===== src/rtl/seg_scan_ctrl.sv =====
// Time-multiplexed scan controller for a common-anode multi-digit 7-segment display.
// Scans one digit per slot with leading anode dead-time and frame-aligned double buffering.
module seg_scan_ctrl #(
  parameter int NUM_DIGITS  = 4,
  parameter int REFRESH_DIV = 100000,
  parameter int DEAD_CYCLES = 2
) (
  input  logic                    clk,
  input  logic                    rst,
  input  logic [4*NUM_DIGITS-1:0] data_in,
  input  logic [NUM_DIGITS-1:0]   dp_in,
  input  logic [NUM_DIGITS-1:0]   blank_in,
  input  logic                    lz_en,
  input  logic                    load,
  output logic [NUM_DIGITS-1:0]   an,
  output logic [6:0]              seg,
  output logic                    dp,
  output logic                    frame_start
);

  localparam int CW = (REFRESH_DIV > 1) ? $clog2(REFRESH_DIV) : 1;
  localparam int IW = (NUM_DIGITS > 1) ? $clog2(NUM_DIGITS) : 1;
  localparam logic [CW-1:0] CNT_MAX = CW'(REFRESH_DIV - 1);
  localparam logic [CW-1:0] DEAD    = CW'(DEAD_CYCLES);
  localparam logic [IW-1:0] IDX_MAX = IW'(NUM_DIGITS - 1);

  logic [CW-1:0]             cnt_q, cnt_d;
  logic [IW-1:0]             idx_q, idx_d;
  logic [4*NUM_DIGITS-1:0]   act_data_q, act_data_d;
  logic [NUM_DIGITS-1:0]     act_dp_q, act_dp_d;
  logic [NUM_DIGITS-1:0]     act_blank_q, act_blank_d;
  logic [4*NUM_DIGITS-1:0]   pend_data_q, pend_data_d;
  logic [NUM_DIGITS-1:0]     pend_dp_q, pend_dp_d;
  logic [NUM_DIGITS-1:0]     pend_blank_q, pend_blank_d;
  logic                      pend_valid_q, pend_valid_d;
  logic [NUM_DIGITS-1:0]     an_q, an_d;
  logic [6:0]                seg_q, seg_d;
  logic                      dp_q, dp_d;
  logic                      frame_start_q, frame_start_d;

  logic                      slot_wrap;
  logic                      frame_edge;
  logic                      all_zero;
  logic [NUM_DIGITS-1:0]     blank_vec;
  logic [3:0]                cur_nib;

  function automatic logic [6:0] hex7(input logic [3:0] v);
    case (v)
      4'h0: hex7 = 7'b1000000;
      4'h1: hex7 = 7'b1111001;
      4'h2: hex7 = 7'b0100100;
      4'h3: hex7 = 7'b0110000;
      4'h4: hex7 = 7'b0011001;
      4'h5: hex7 = 7'b0010010;
      4'h6: hex7 = 7'b0000010;
      4'h7: hex7 = 7'b1111000;
      4'h8: hex7 = 7'b0000000;
      4'h9: hex7 = 7'b0010000;
      4'hA: hex7 = 7'b0001000;
      4'hB: hex7 = 7'b0000011;
      4'hC: hex7 = 7'b1000110;
      4'hD: hex7 = 7'b0100001;
      4'hE: hex7 = 7'b0000110;
      default: hex7 = 7'b0001110;
    endcase
  endfunction

  always_comb begin
    slot_wrap  = (cnt_q == CNT_MAX);
    frame_edge = slot_wrap && (idx_q == IDX_MAX);
    cnt_d      = slot_wrap ? '0 : cnt_q + CW'(1);
    idx_d      = idx_q;
    if (slot_wrap) begin
      idx_d = (idx_q == IDX_MAX) ? '0 : idx_q + IW'(1);
    end
    // Registered from next-state so the pulse coincides with the boundary cycle itself.
    frame_start_d = (cnt_d == CNT_MAX) && (idx_d == IDX_MAX);

    act_data_d   = act_data_q;
    act_dp_d     = act_dp_q;
    act_blank_d  = act_blank_q;
    pend_data_d  = pend_data_q;
    pend_dp_d    = pend_dp_q;
    pend_blank_d = pend_blank_q;
    pend_valid_d = pend_valid_q;
    if (frame_edge && pend_valid_q) begin
      act_data_d   = pend_data_q;
      act_dp_d     = pend_dp_q;
      act_blank_d  = pend_blank_q;
      pend_valid_d = 1'b0;
    end
    // A coincident load must stay pending, so it is applied after the swap.
    if (load) begin
      pend_data_d  = data_in;
      pend_dp_d    = dp_in;
      pend_blank_d = blank_in;
      pend_valid_d = 1'b1;
    end
  end

  always_comb begin
    all_zero  = 1'b1;
    blank_vec = '0;
    for (int k = NUM_DIGITS - 1; k >= 0; k--) begin
      all_zero     = all_zero && (act_data_q[4*k +: 4] == 4'h0);
      blank_vec[k] = act_blank_q[k] | (lz_en && (k > 0) && all_zero);
    end
    cur_nib = act_data_q[4*idx_q +: 4];

    an_d  = '1;
    seg_d = 7'h7F;
    dp_d  = 1'b1;
    if ((cnt_q >= DEAD) && !blank_vec[idx_q]) begin
      an_d  = ~(NUM_DIGITS'(1) << idx_q);
      seg_d = hex7(cur_nib);
      dp_d  = ~act_dp_q[idx_q];
    end
  end

  always_ff @(posedge clk) begin
    if (rst) begin
      cnt_q         <= '0;
      idx_q         <= '0;
      act_data_q    <= '0;
      act_dp_q      <= '0;
      act_blank_q   <= '0;
      pend_data_q   <= '0;
      pend_dp_q     <= '0;
      pend_blank_q  <= '0;
      pend_valid_q  <= 1'b0;
      an_q          <= '1;
      seg_q         <= 7'h7F;
      dp_q          <= 1'b1;
      frame_start_q <= 1'b0;
    end else begin
      cnt_q         <= cnt_d;
      idx_q         <= idx_d;
      act_data_q    <= act_data_d;
      act_dp_q      <= act_dp_d;
      act_blank_q   <= act_blank_d;
      pend_data_q   <= pend_data_d;
      pend_dp_q     <= pend_dp_d;
      pend_blank_q  <= pend_blank_d;
      pend_valid_q  <= pend_valid_d;
      an_q          <= an_d;
      seg_q         <= seg_d;
      dp_q          <= dp_d;
      frame_start_q <= frame_start_d;
    end
  end

  assign an          = an_q;
  assign seg         = seg_q;
  assign dp          = dp_q;
  assign frame_start = frame_start_q;

endmodule


===== config.mk =====
export PLATFORM = sky130hd
export DESIGN_NAME = seg_scan_ctrl
export DESIGN_NICKNAME = d
export VERILOG_FILES = /design/src/rtl/seg_scan_ctrl.sv
export SDC_FILE = /design/constraint.sdc
export NUM_CORES = 1
export LEC_CHECK = 0
export BUFFER_PORTS_ARGS = -buffer_cell sky130_fd_sc_hd__buf_2
export CAP_MARGIN = 10
export CORE_MARGIN = 1
export CORE_UTILIZATION = 50
export CTS_CLUSTER_SIZE = 14
export DETAILED_ROUTE_END_ITERATION = 10
export PLACE_DENSITY = 0.73
export SETUP_SLACK_MARGIN = 0.05
export SYNTH_ARGS = -nofsm -noshare
export SYNTH_HDL_FRONTEND = slang
export SYNTH_SLANG_ARGS = --single-unit

===== constraint.sdc =====
create_clock -name clk -period 1.9 [get_ports clk]
set_clock_uncertainty 0.05 [all_clocks]
set_input_delay 0.19 -clock clk [delete_from_list [all_inputs] [get_ports clk]]
set_output_delay 0.19 -clock clk [all_outputs]
set_load 0.005 [all_outputs]

* Word level (Yosys, flattened, before mapping)
Memories as Yosys holds them, arrays and structs flattened. A register that Yosys moved wholly into a read port is not among the register bits.
Index checks and enable logic that the tools add are counted.
** Storage, ports and cells
- Register bits :: 74
- Memory bits (read-only) :: 112
- Output and inout bits :: 13
- Memories kept :: 1
** Memories
- (name not given) :: words 16, width 7, rd ports 1, clocked after Yosys merged registers in 1, write ports 0, line 48 : case (v)
** Operators by class
- $add $sub $neg :: 2
- $lt $le $gt $ge :: 2
- Eq/ne operators :: 4
- Shift operators :: 2
- Multiplexer cells :: 9
- Bitwise logic cells :: 6
- Reductions and logical operators :: 15
** Operators by type and width (number)
- $eq 17x17->1 const B :: 2
- $add 17x1->17 const B :: 1
- $ge 17x2->1 const B :: 1
- $mux 17 :: 1
- $shiftx 16x5->4 :: 1
- $logic_not 4->1 :: 3
- $logic_and 1x1->1 :: 9
- $bmux 1 s2 :: 2
- $eq 2x2->1 const B :: 2
- $mux 1 :: 4
- $mux 2 :: 2
- $not 4->4 :: 1
- $shl 1x2->4 const A :: 1
- $lt 2x3->1 const B :: 1
- $or 1x1->1 :: 3
- $add 2x1->2 const B :: 1
- $not 1->1 :: 2
- $reduce_bool 2->1 :: 1
- $reduce_or 2->1 :: 1
- $logic_not 1->1 :: 1

* Longest topological paths before layout
Gate-level depths: netlist (run 1).
- Word-level depth :: 11
- Depth in mapped cells :: 8
- Depth with buffers taken out :: 6

* Worst setup path before layout (run 1)
OpenSTA, ideal clock, no wires.
- Path kind :: flip-flop to flip-flop
- From :: register idx_q[0]
- To :: register seg_q[3] (netlist: seg[3])
- Arrival time :: 1.934 ns
- Data required time :: 1.733 ns
- Slack :: -0.201 ns
- Stages on the path, launching flop included :: 8
- Buffers on the path :: 1
- Clock period less this slack :: 2.101 ns
- Cell sequence :: dfxtp_1 > buf_4 > mux4_2 > inv_1 > ha_1 > inv_1 > mux4_2 > nand2b_1
** On the way
- Word-level cells in the longest chain between the ends :: 6
- Elaborated cells on any way between the ends :: 7
- Those cells by class :: 1 x shift; 2 x mux; 1 x bitwise; 3 x reduce/logical
** Ends and longest elaborated chain
- from (decl) :: line 28 : logic [IW-1:0] idx_q, idx_d;
- from (signal assigned) :: line 137 : idx_q <= idx_d;
- $bmux 1 s2 :: line 113 : if ((cnt_q >= DEAD) && !blank_vec[idx_q]) begin
- $mux 1 (implied by the code) :: line 113
- $logic_not 1->1 :: line 113
- $logic_and 1x1->1 :: line 113
- $not 1->1 (no source line)
- $reduce_or 2->1 (no source line)
- to (decl) :: line 37 : logic [6:0] seg_q, seg_d;
Parallel ways exist; a longest one is shown, timed or not. The select of a mux whose other input is x is not followed.
A chain may end at the register's enable or synchronous reset.

* Final worst setup path (run 1)
- From :: register cnt_q[1]
- To :: register act_blank_q[0]
** On the way
- Word-level cells in the longest chain between the ends :: 3
** Ends and longest elaborated chain
- from (decl) :: line 27 : logic [CW-1:0] cnt_q, cnt_d;
- from (signal assigned) :: line 136 : cnt_q <= cnt_d;
- $eq 17x17->1 :: line 69 : slot_wrap = (cnt_q == CNT_MAX);
- $logic_and 1x1->1 :: line 70 : frame_edge = slot_wrap && (idx_q == IDX_MAX);
- $logic_and 1x1->1 :: line 86 : if (frame_edge && pend_valid_q) begin
- to (signal assigned) :: line 140 : act_blank_q <= act_blank_d;
- to (decl) :: line 31 : logic [NUM_DIGITS-1:0] act_blank_q, act_blank_d;
Every way passes these cells.

==> results of run 1 <==
per-layer routing:
metal | vias to the layer above | part of all wire [%]
met5 | - | 0
met4 | 0 | 2.7
met3 | 33 | 5.1
met2 | 106 | 52
met1 | 1540 | 40
li1 | 1528 | -
cell families after synthesis:
group	Yosys count	synth area share, %
adders and majority gates	12	4.12
xor gates and xnor gates	17	4.09
muxes	32	10.9
DFF	81	44.5
buffers and inverters	33	4.57
and+or+nand+nor	167	21.7
AOI/OAI and AO/OA	50	10.2
worst min-delay path: cells and delay by family:
kind / cells / cell delay, ns
simple gates: 1 / 0.07
buf+inv: 1 / 0.07
mux: 1 / 0.05
cell usage in the layout (no fill, tap or decap), types with 3 or more instances in the layout:
master,Yosys,final
a21oi_1,12,5
a21oi_2,20,27
and3_1,5,4
buf_2,1,40
buf_4,1,49
buf_6,2,7
clkbuf_8,0,9
dfxtp_1,81,76
dfxtp_2,0,3
ha_1,12,7
ha_4,0,3
inv_1,10,4
inv_2,0,6
mux2i_1,26,26
mux4_2,6,6
nand2_1,61,38
nand2_2,2,14
nand2_4,0,11
nand2b_1,4,3
nand3_1,8,7
nand4_1,6,6
nor2_1,50,49
nor3_1,5,4
nor4_1,7,3
nor4_4,1,3
o221ai_1,4,4
or3_1,3,3
or4_4,1,3
xnor2_1,12,12
xor2_1,5,5
cells in the mapped netlist, types with 2 or more instances:
library cell,instances
a2111oi_0,2
a21oi_1,12
a21oi_2,20
a31oi_1,2
and2_1,2
and3_1,5
buf_6,2
buf_8,2
clkbuf_1,17
dfxtp_1,81
ha_1,12
inv_1,10
mux2i_1,26
mux4_2,6
nand2_1,61
nand2_2,2
nand2b_1,4
nand3_1,8
nand4_1,6
nor2_1,50
nor3_1,5
nor3b_1,2
nor4_1,7
o211ai_1,2
o21ai_0,3
o221ai_1,4
or2_2,3
or3_1,3
xnor2_1,12
xor2_1,5
layout make-up:
cell class	count	area [um^2]
multi-input combinational	279	2180
fill	519	1960
sequential	81	1630
timing repair buffer	101	764
clock buffer	10	128
tap	96	120
clock inverter	5	78.8
inverter	10	37.5
power by group:
group | switching, mW | internal [mW] | total [mW]
sequential | 0.0397 | 1.75 | 1.79
clock | 0.618 | 0.734 | 1.35
combinational | 0.128 | 0.125 | 0.253
what timing repair did:
action | 4_1_cts | 5_1_grt
setup buffers | 10 | 4
endpoints found under the setup margin | 50 | 52
resized for setup | 30 | 43
hold buffers | 0 | 0
cloned | 1 | 3
pin swaps | 8 | 13
per-stage QoR:
stage	util, %	setup TNS, ns	area (um^2)	hold WS, ns
2_1_floorplan	-	-3.10	3720	0.287
4_1_cts	67.6	-0.0388	4670	0.0154
3_5_place_dp	61.3	-0.122	4230	0.380
5_1_grt	71.6	-7.05	4940	0.0128
3_3_place_gp	61.3	-0.0925	4230	0.375
6_report	71.6	-2.62	4940	0.0171
registers in the layout, indices dropped and copies added, names as in the netlist:
register      cells
act_blank_q       4
seg               7
pend_blank_q      4
frame_start       1
act_dp_q          4
act_data_q       16
pend_data_q      16
idx_q             2
pend_valid_q      1
an                4
cnt_q            17
pend_dp_q         4
dp                1
worst paths after layout:
check,startpoint,end,slack (ns),depth (start not counted)
hold reg to reg,pend_data_q[11],act_data_q[11],0.41,2
hold / removal,data_in[1],pend_data_q[1],0.02,3
setup reg to reg,cnt_q[1],act_blank_q[0],-0.13,9
setup / recovery,cnt_q[1],act_blank_q[0],-0.13,9
==> impl_metrics.py, run 1 <==
metrics = {
    "grt": {
        "grt_util_met3_pct": 7.68,
        "grt_pass1_wl_mm": 14.5,
        "grt_pass1_vias": 3149,
        "grt_overflow": 0,
        "grt_use_met1_pct": 28.0,
        "grt_start_max_net_pins": 36,
        "antenna_found_initial": 0,
        "grt_use_met2_pct": 43.8,
        "grt_use_total_pct": 25.0,
        "grt-busiest-layer": "met2",
    },
    "timing": {
        "relSlewSlack_pct": 69.0,
        "fin_crit_ns": 2.03,
        "max_freq_mhz": 492,
        "grt_setup_unrepaired": "yes",
        "setup_viol": 30,
        "hold_viol": 0,
        "tightest_slew_ns": 0.465,
        "period_share_pct": 107,
        "setup_ws_ns": -0.133,
        "report.final.slew_viol_count": 0,
    },
    "critical_path": {
        "start_kind": "flop",
        "required_ns": 2.13,
        "cp_slowest_cell": "dfxtp_4",
        "crit_type": "flop to flop",
        "crit_buf_inv": 3,
        "setup.worst_path.end_class": "flop",
        "cp_max_fo": 6,
        "cpPeakStageDelay_ns": 0.38,
        "cp_data_arrival_time_ns": 2.27,
        "path_cells": "buf_6 > ha_4 > nand4_1 > buf_4 > nor4_4 > and3_4 > buf_12 > nand2_4 > a21oi_2",
        "cp_top_family": "simple AND/OR/NAND/NOR gates",
    },
    "pwr": {
        "p_leak_nw": 2.05,
        "power_mw": 3.39,
        "ir_drop_mv": 0.395,
        "power.density_nw_per_um2": 687,
    },
    "placed_design": {
        "dp.cells": 549,
        "pre_cts_ws_ns": -0.0714,
        "place.gp.congestion": 0.879,
        "dp_hpwl_mm": 5.75,
        "port_buffers": 40,
    },
    "route": {
        "wire_per_inst_um": 16.8,
        "vias_per_cell": 5.51,
        "finalWirelength_mm": 9.80,
        "drcViolationCount": 0,
        "ant_nets": 0,
        "drt_first_iter_violations": 205,
        "via_count": 3207,
        "drt-pass1-iter-count": 5,
    },
    "min_path": {
        "min_path_type": "input port to flop",
    },
    "die": {
        "ioPinCount": 41,
        "core-area_um2": 6910,
        "dieArea_um2": 7630,
        "rows": 30,
        "die_w_um": 87.4,
        "initial_utilization_pct": 52.8,
        "die_y_um": 87.4,
    },
    "layout": {
        "stdcell_count": 582,
        "area_growth_pct": 35.6,
        "final_nets": 522,
        "diodes": 0,
        "drive_gt1_share_pct": 43.8,
    },
    "clock_tree": {
        "insertion_delay_ns": 0.36,
        "numCtsBuffers": 9,
        "path_clk_slew_ns": 0.08,
        "clock_sinks": 81,
        "cts_root_buf": "clkbuf_8",
        "cts_tree": "done",
        "clockBufferDepth": 2,
        "htree_num_levels": 3,
    },
    "flow_run": {
        "maxCapViolCount": 0,
    },
    "yosys": {
        "yosysTopAreaCell": "dfxtp_1",
        "yosys.area.top_type_share_pct": 44.5,
        "postSynthAreaPerCell_um2": 9.29,
        "ys_types": 46,
        "synth-edff-count": 0,
        "synthTopCellsByArea": "dfxtp_1 (45%), mux2i_1 (7.1%), nand2_1 (6.3%)",
        "async_reset_ff_share_pct": 0,
        "synth-seq-area-share_pct": 44.5,
        "yosysWarnings": 0,
        "netlist_area_um2": 3640,
        "synth_seq_cells": 81,
        "ys.flop_type": "dfxtp_1",
        "synth.net_count": 432,
        "synth_cells": 392,
    },
    "outcome": {
        "violations": "setup timing",
        "outcome": "complete, but fails checks",
    },
}
Note: power is estimated with default switching activity, not from simulation.
==> run 2: changes to the inputs <==
--- a/config.mk
+++ b/config.mk
@@ -7,11 +7,10 @@
 export LEC_CHECK = 0
 export BUFFER_PORTS_ARGS = -buffer_cell sky130_fd_sc_hd__buf_2
 export CAP_MARGIN = 10
-export CORE_MARGIN = 1
 export CORE_UTILIZATION = 50
 export CTS_CLUSTER_SIZE = 14
 export DETAILED_ROUTE_END_ITERATION = 10
-export PLACE_DENSITY = 0.73
+export PLACE_DENSITY = 0.74
 export SETUP_SLACK_MARGIN = 0.05
 export SYNTH_ARGS = -nofsm -noshare
 export SYNTH_HDL_FRONTEND = slang
==> impl_metrics.py, run 2 (synthesis results as in run 1) <==
metrics = {
    "layout": {
        "diodes": 0,
        "design_area_um2": 4680,
        "area_growth_pct": 28.4,
        "final_nets": 512,
        "mostFrequentLayoutCells": "dfxtp_1 (77), nor2_1 (50), buf_4 (46)",
        "layout_commonest_cell": "dfxtp_1",
        "largestRegisters": "cnt_q x17, act_data_q x16, pend_data_q x16",
        "max_flop_register": "cnt_q",
        "stdcell_count": 573,
        "drive_gt1_share_pct": 39.4,
        "largest_register_ffs": 17,
        "fillCellCount": 551,
        "finalCoreUtilization_pct": 67.7,
    },
    "clock_tree": {
        "numCtsBuffers": 9,
        "cts_tree": "done",
        "path_clk_slew_ns": 0.09,
        "clockBufferDepth": 2,
        "insertion_delay_ns": 0.36,
        "htree_num_levels": 3,
        "cts_root_buf": "clkbuf_8",
        "clock_sinks": 81,
    },
    "timing": {
        "relSlewSlack_pct": 72.6,
        "hold_viol": 0,
        "period_share_pct": 102,
        "fin_crit_ns": 1.95,
        "grt_setup_unrepaired": "yes",
        "setup_ws_ns": -0.0450,
        "whs_ns": 0.00428,
        "report.final.slew_viol_count": 0,
        "tightest_slew_ns": 0.411,
        "setup_viol": 4,
        "max_freq_mhz": 514,
    },
    "placed_design": {
        "dp_hpwl_mm": 5.73,
        "dp.cells": 551,
        "placed_cell_area_um2": 4240,
        "place.gp.congestion": 0.901,
        "port_buffers": 40,
    },
    "die": {
        "die_y_um": 87.4,
        "core-area_um2": 6910,
        "dieArea_um2": 7630,
        "die_w_um": 87.4,
        "rows": 30,
        "initial_utilization_pct": 52.8,
        "ioPinCount": 41,
    },
    "grt": {
        "grt_start_max_net_pins": 33,
        "grt_pass1_vias": 2925,
        "grt_overflow": 0,
        "antenna_found_initial": 0,
        "grt_pass1_wl_mm": 13.5,
        "grt_use_total_pct": 23.4,
    },
    "critical_path": {
        "crit_type": "flop to flop",
        "cpPeakStageDelay_ns": 0.57,
        "worst-path-stages": 6,
        "path_cells": "mux4_2 > inv_2 > ha_4 > inv_2 > mux4_2 > nand2b_4",
        "cp_max_fo": 5,
        "start_kind": "flop",
        "r2r_cells": 6,
        "r2r_end": "seg[3]",
        "cp-endpoint": "seg[3]",
        "cp_data_arrival_time_ns": 2.15,
        "cp_slowest_cell": "mux4_2",
        "cp_top_family": "multiplexers",
        "setup.worst_path.end_class": "flop",
        "r2r_slack_ns": -0.05,
        "startpoint": "idx_q[0]",
        "required_ns": 2.11,
        "crit_buf_inv": 2,
        "r2r-start": "idx_q[0]",
    },
    "pwr": {
        "power_mw": 3.26,
        "power.density_nw_per_um2": 698,
        "ir_drop_mv": 0.386,
        "p_leak_nw": 1.88,
    },
    "route": {
        "vias_per_cell": 5.24,
        "drcViolationCount": 0,
        "finalWirelength_mm": 8.37,
        "ant_nets": 0,
        "wire_per_inst_um": 14.6,
        "drt-pass1-iter-count": 4,
        "via_count": 3000,
        "drt_first_iter_violations": 121,
    },
    "flow_run": {
        "maxCapViolCount": 0,
    },
    "outcome": {
        "violations": "setup timing",
        "outcome": "complete, but fails checks",
    },
    "min_path": {
        "min_path_type": "input port to flop",
    },
}
==> run 2: cell types whose count changed in the layout (fill, tap and decap cells not counted), sizes merged <==
cell         previous run  this run
buf                    99        90
clkbuf                 12        10
clkinvlp                0         2
bufinv                  2         1
dlygate4sd3             0         1
==> run 2: worst min path at each step <==
stage                     start         endpoint  depth (start not counted)
floorplan           blank_in[0]  pend_blank_q[0]                          2
global placement     data_in[1]   pend_data_q[1]                          3
detailed placement  data_in[12]  pend_data_q[12]                          3
CTS                  data_in[2]   pend_data_q[2]                          3
global route         data_in[2]   pend_data_q[2]                          3
finish               data_in[2]   pend_data_q[2]                          3
==> run 2: what timing repair did <==
| item | 4_1_cts | 5_1_grt |
|---|---|---|
| cloned | 0 | 1 |
| endpoints found under the setup margin | 51 | 49 |
| setup buffers | 4 | 0 |
| gates resized for setup | 33 | 13 |
| hold buffers | 1 | 0 |
| pin swaps | 11 | 6 |
| hold endpoints to repair | 1 | 0 |
==> run 2: metrics by stage <==
stage	setup TNS, ns	setup WS, ns
after floorplan	-3.10	-0.130
after global placement	-0.317	-0.135
after CTS	-0.0933	-0.0496
final	-0.0752	-0.0450
after detailed placement	-0.759	-0.139
after global routing	-0.854	-0.109
==> run 2: power by group <==
group | total [mW] | internal (mW) | switching, mW
sequential | 1.79 | 1.75 | 0.0357
combinational | 0.222 | 0.108 | 0.114
clock | 1.25 | 0.612 | 0.642
==> run 2: layout make-up <==
cell class                 instances  area [um^2]  area share [%]
multi-input combinational        279         2080            44.4
sequential                        81         1630            34.8
timing repair buffer              91          618            13.2
clock buffer                      10          128            2.73
tap                               96          120            2.57
clock inverter                     6         67.6            1.44
inverter                          10         37.5           0.803
==> run 2: tightest hold or removal path, cell delays in order <==
cell	delay (ns)
buf_2	0.07
mux2i_1	0.05
nor2_1	0.07
==> run 2: routing by layer <==
metal	vias to the layer above	wire (um)	GRT usage (%)	part of all wire, %
met4	0	202	10.9	2.4
met2	73	4040	39.0	48
met5	-	0	0	0
met1	1402	3720	28.1	44
met3	20	418	5.97	5.0
li1	1505	-	-	-
==> run 3: changes to the inputs <==
==> constraint.sdc (replaced) <==
create_clock -name clk -period 1.9 [get_ports clk]
set_clock_uncertainty 0.05 [all_clocks]
set_input_delay 0.095 -clock clk [delete_from_list [all_inputs] [get_ports clk]]
set_output_delay 0.095 -clock clk [all_outputs]
set_load 0.005 [all_outputs]
==> impl_metrics.py, run 3 (synthesis results as in run 1) <==
metrics = {
    "outcome": {
        "outcome": "complete, but fails checks",
        "violations": "setup timing",
    },
    "critical_path": {
        "required_ns": 2.10,
        "path_cells": "mux4_2 > inv_2 > ha_4 > inv_2 > mux4_2 > nand2b_4",
        "cpPeakStageDelay_ns": 0.57,
        "start_kind": "flop",
        "cp_data_arrival_time_ns": 2.19,
        "cp_slowest_cell": "mux4_2",
        "setup.worst_path.end_class": "flop",
        "crit_type": "flop to flop",
        "cp_max_fo": 5,
    },
    "die": {
        "die_w_um": 87.4,
        "dieArea_um2": 7630,
        "rows": 30,
        "die_y_um": 87.4,
        "initial_utilization_pct": 52.8,
        "core-area_um2": 6910,
        "ioPinCount": 41,
    },
    "timing": {
        "grt_setup_unrepaired": "yes",
        "report.final.slew_viol_count": 0,
        "tightest_slew_ns": 0.724,
        "setup_viol": 4,
        "relSlewSlack_pct": 51.8,
        "fin_crit_ns": 1.99,
        "hold_viol": 0,
        "finalSetupTns_ns": -0.173,
        "max_freq_mhz": 502,
        "period_share_pct": 105,
        "setup_ws_ns": -0.0920,
        "whs_ns": 0.114,
    },
    "layout": {
        "design_area_um2": 4890,
        "largest_register_ffs": 17,
        "regArea_um2": 1630,
        "stdcell_count": 597,
        "max_flop_register": "cnt_q",
        "multi_input_area_um2": 2070,
        "largestRegisters": "cnt_q x17, act_data_q x16, pend_data_q x16",
        "fillCellCount": 520,
        "drive_gt1_share_pct": 36.9,
        "mostFrequentLayoutCells": "dfxtp_1 (78), nor2_1 (49), buf_4 (47)",
        "layout_commonest_cell": "dfxtp_1",
        "final_nets": 536,
        "diodes": 0,
        "area_growth_pct": 34.3,
    },
    "route": {
        "drcViolationCount": 0,
        "finalWirelength_mm": 9.38,
        "vias_per_cell": 5.35,
        "drt-pass1-iter-count": 4,
        "drt_first_iter_violations": 120,
        "via_count": 3193,
        "wire_per_inst_um": 15.7,
        "ant_nets": 0,
    },
    "placed_design": {
        "placed_cell_area_um2": 4230,
        "place.gp.congestion": 0.897,
        "dp.cells": 550,
        "port_buffers": 40,
        "pre_cts_ws_ns": -0.201,
        "dp_hpwl_mm": 5.84,
    },
    "pwr": {
        "ir_drop_mv": 0.513,
        "p_leak_nw": 1.90,
        "power.density_nw_per_um2": 674,
    },
    "grt": {
        "antenna_found_initial": 0,
        "grt_overflow": 0,
        "grt_start_max_net_pins": 33,
        "grt_pass1_wl_mm": 14.0,
        "grt_pass1_vias": 3086,
        "grt_use_total_pct": 24.2,
    },
    "clock_tree": {
        "htree_num_levels": 3,
        "cts_tree": "done",
        "clockBufferDepth": 2,
        "cts_root_buf": "clkbuf_8",
        "path_clk_slew_ns": 0.08,
        "numCtsBuffers": 9,
        "clock_sinks": 81,
        "insertion_delay_ns": 0.35,
    },
    "flow_run": {
        "maxCapViolCount": 0,
    },
    "min_path": {
        "min_path_type": "input port to flop",
    },
}
[run 3: changes by cell type in the layout (fill, tap and decap cells not counted), sizes merged]
cell         previous run  this run
buf                    90        91
dlygate4sd3             1        24
o311a                   1         2
clkbuf                 10        11
inv                    11        10
or2                     4         3
[run 3: what timing repair did]
action / 4_1_cts / 5_1_grt
resized for setup: 11 / 26
pin swaps: 3 / 9
gates cloned: 0 / 1
endpoints found under the setup margin: 50 / 53
endpoints found under the hold margin: 24 / 0
hold buffers: 24 / 0
buffers inserted: 2 / 4
[run 3: final timing paths]
kind,from,end,slack [ns],depth (start not counted)
worst max-delay path,idx_q[0],seg[3],-0.09,6
worst min-delay path,rst,seg[6],0.11,4
worst max register to register,idx_q[0],seg[3],-0.09,6
worst min register to register,pend_data_q[9],act_data_q[9],0.41,2
[run 3: critical path, delay by kind of cell, from the launching register on]
family,cells,cell delay [ns]
muxes,2,1.01
and+or+nand+nor,1,0.15
adders and majority gates,1,0.14
buffers and inverters,2,0.16
DFF,1,0.38
[run 3: metrics by stage]
stage                     total power [mW]  util (%)
final                                 3.30      70.9
after global routing                  3.43      70.9
after CTS                             3.29      68.3
after detailed placement              2.02      61.2
after global placement                2.01      61.2
after floorplan                       1.94         -
[run 3: metal layers]
layer / GRT usage, % / vias to the layer above / part of all wire (%)
li1: - / 1559 / -
met3: 7.11 / 23 / 4.5
met4: 7.60 / 0 / 2.0
met5: 0 / - / 0
met2: 42.8 / 92 / 52
met1: 28.1 / 1519 / 42
[run 3: cell type report]
cell class,instances,area share (%)
clock buffer,11,2.89
inverter,10,0.767
clock inverter,5,1.12
tap,96,2.45
multi-input combinational,279,42.2
timing repair buffer,115,17.2
sequential,81,33.4
[run 3: report_power, final]
part	switching, mW	internal (mW)	leakage, nW	total (mW)
Combinational	0.123	0.143	1.14	0.266
Clock	0.608	0.639	0.0953	1.25
Sequential	0.0351	1.75	0.662	1.79
Total	0.766	2.53	1.90	3.30
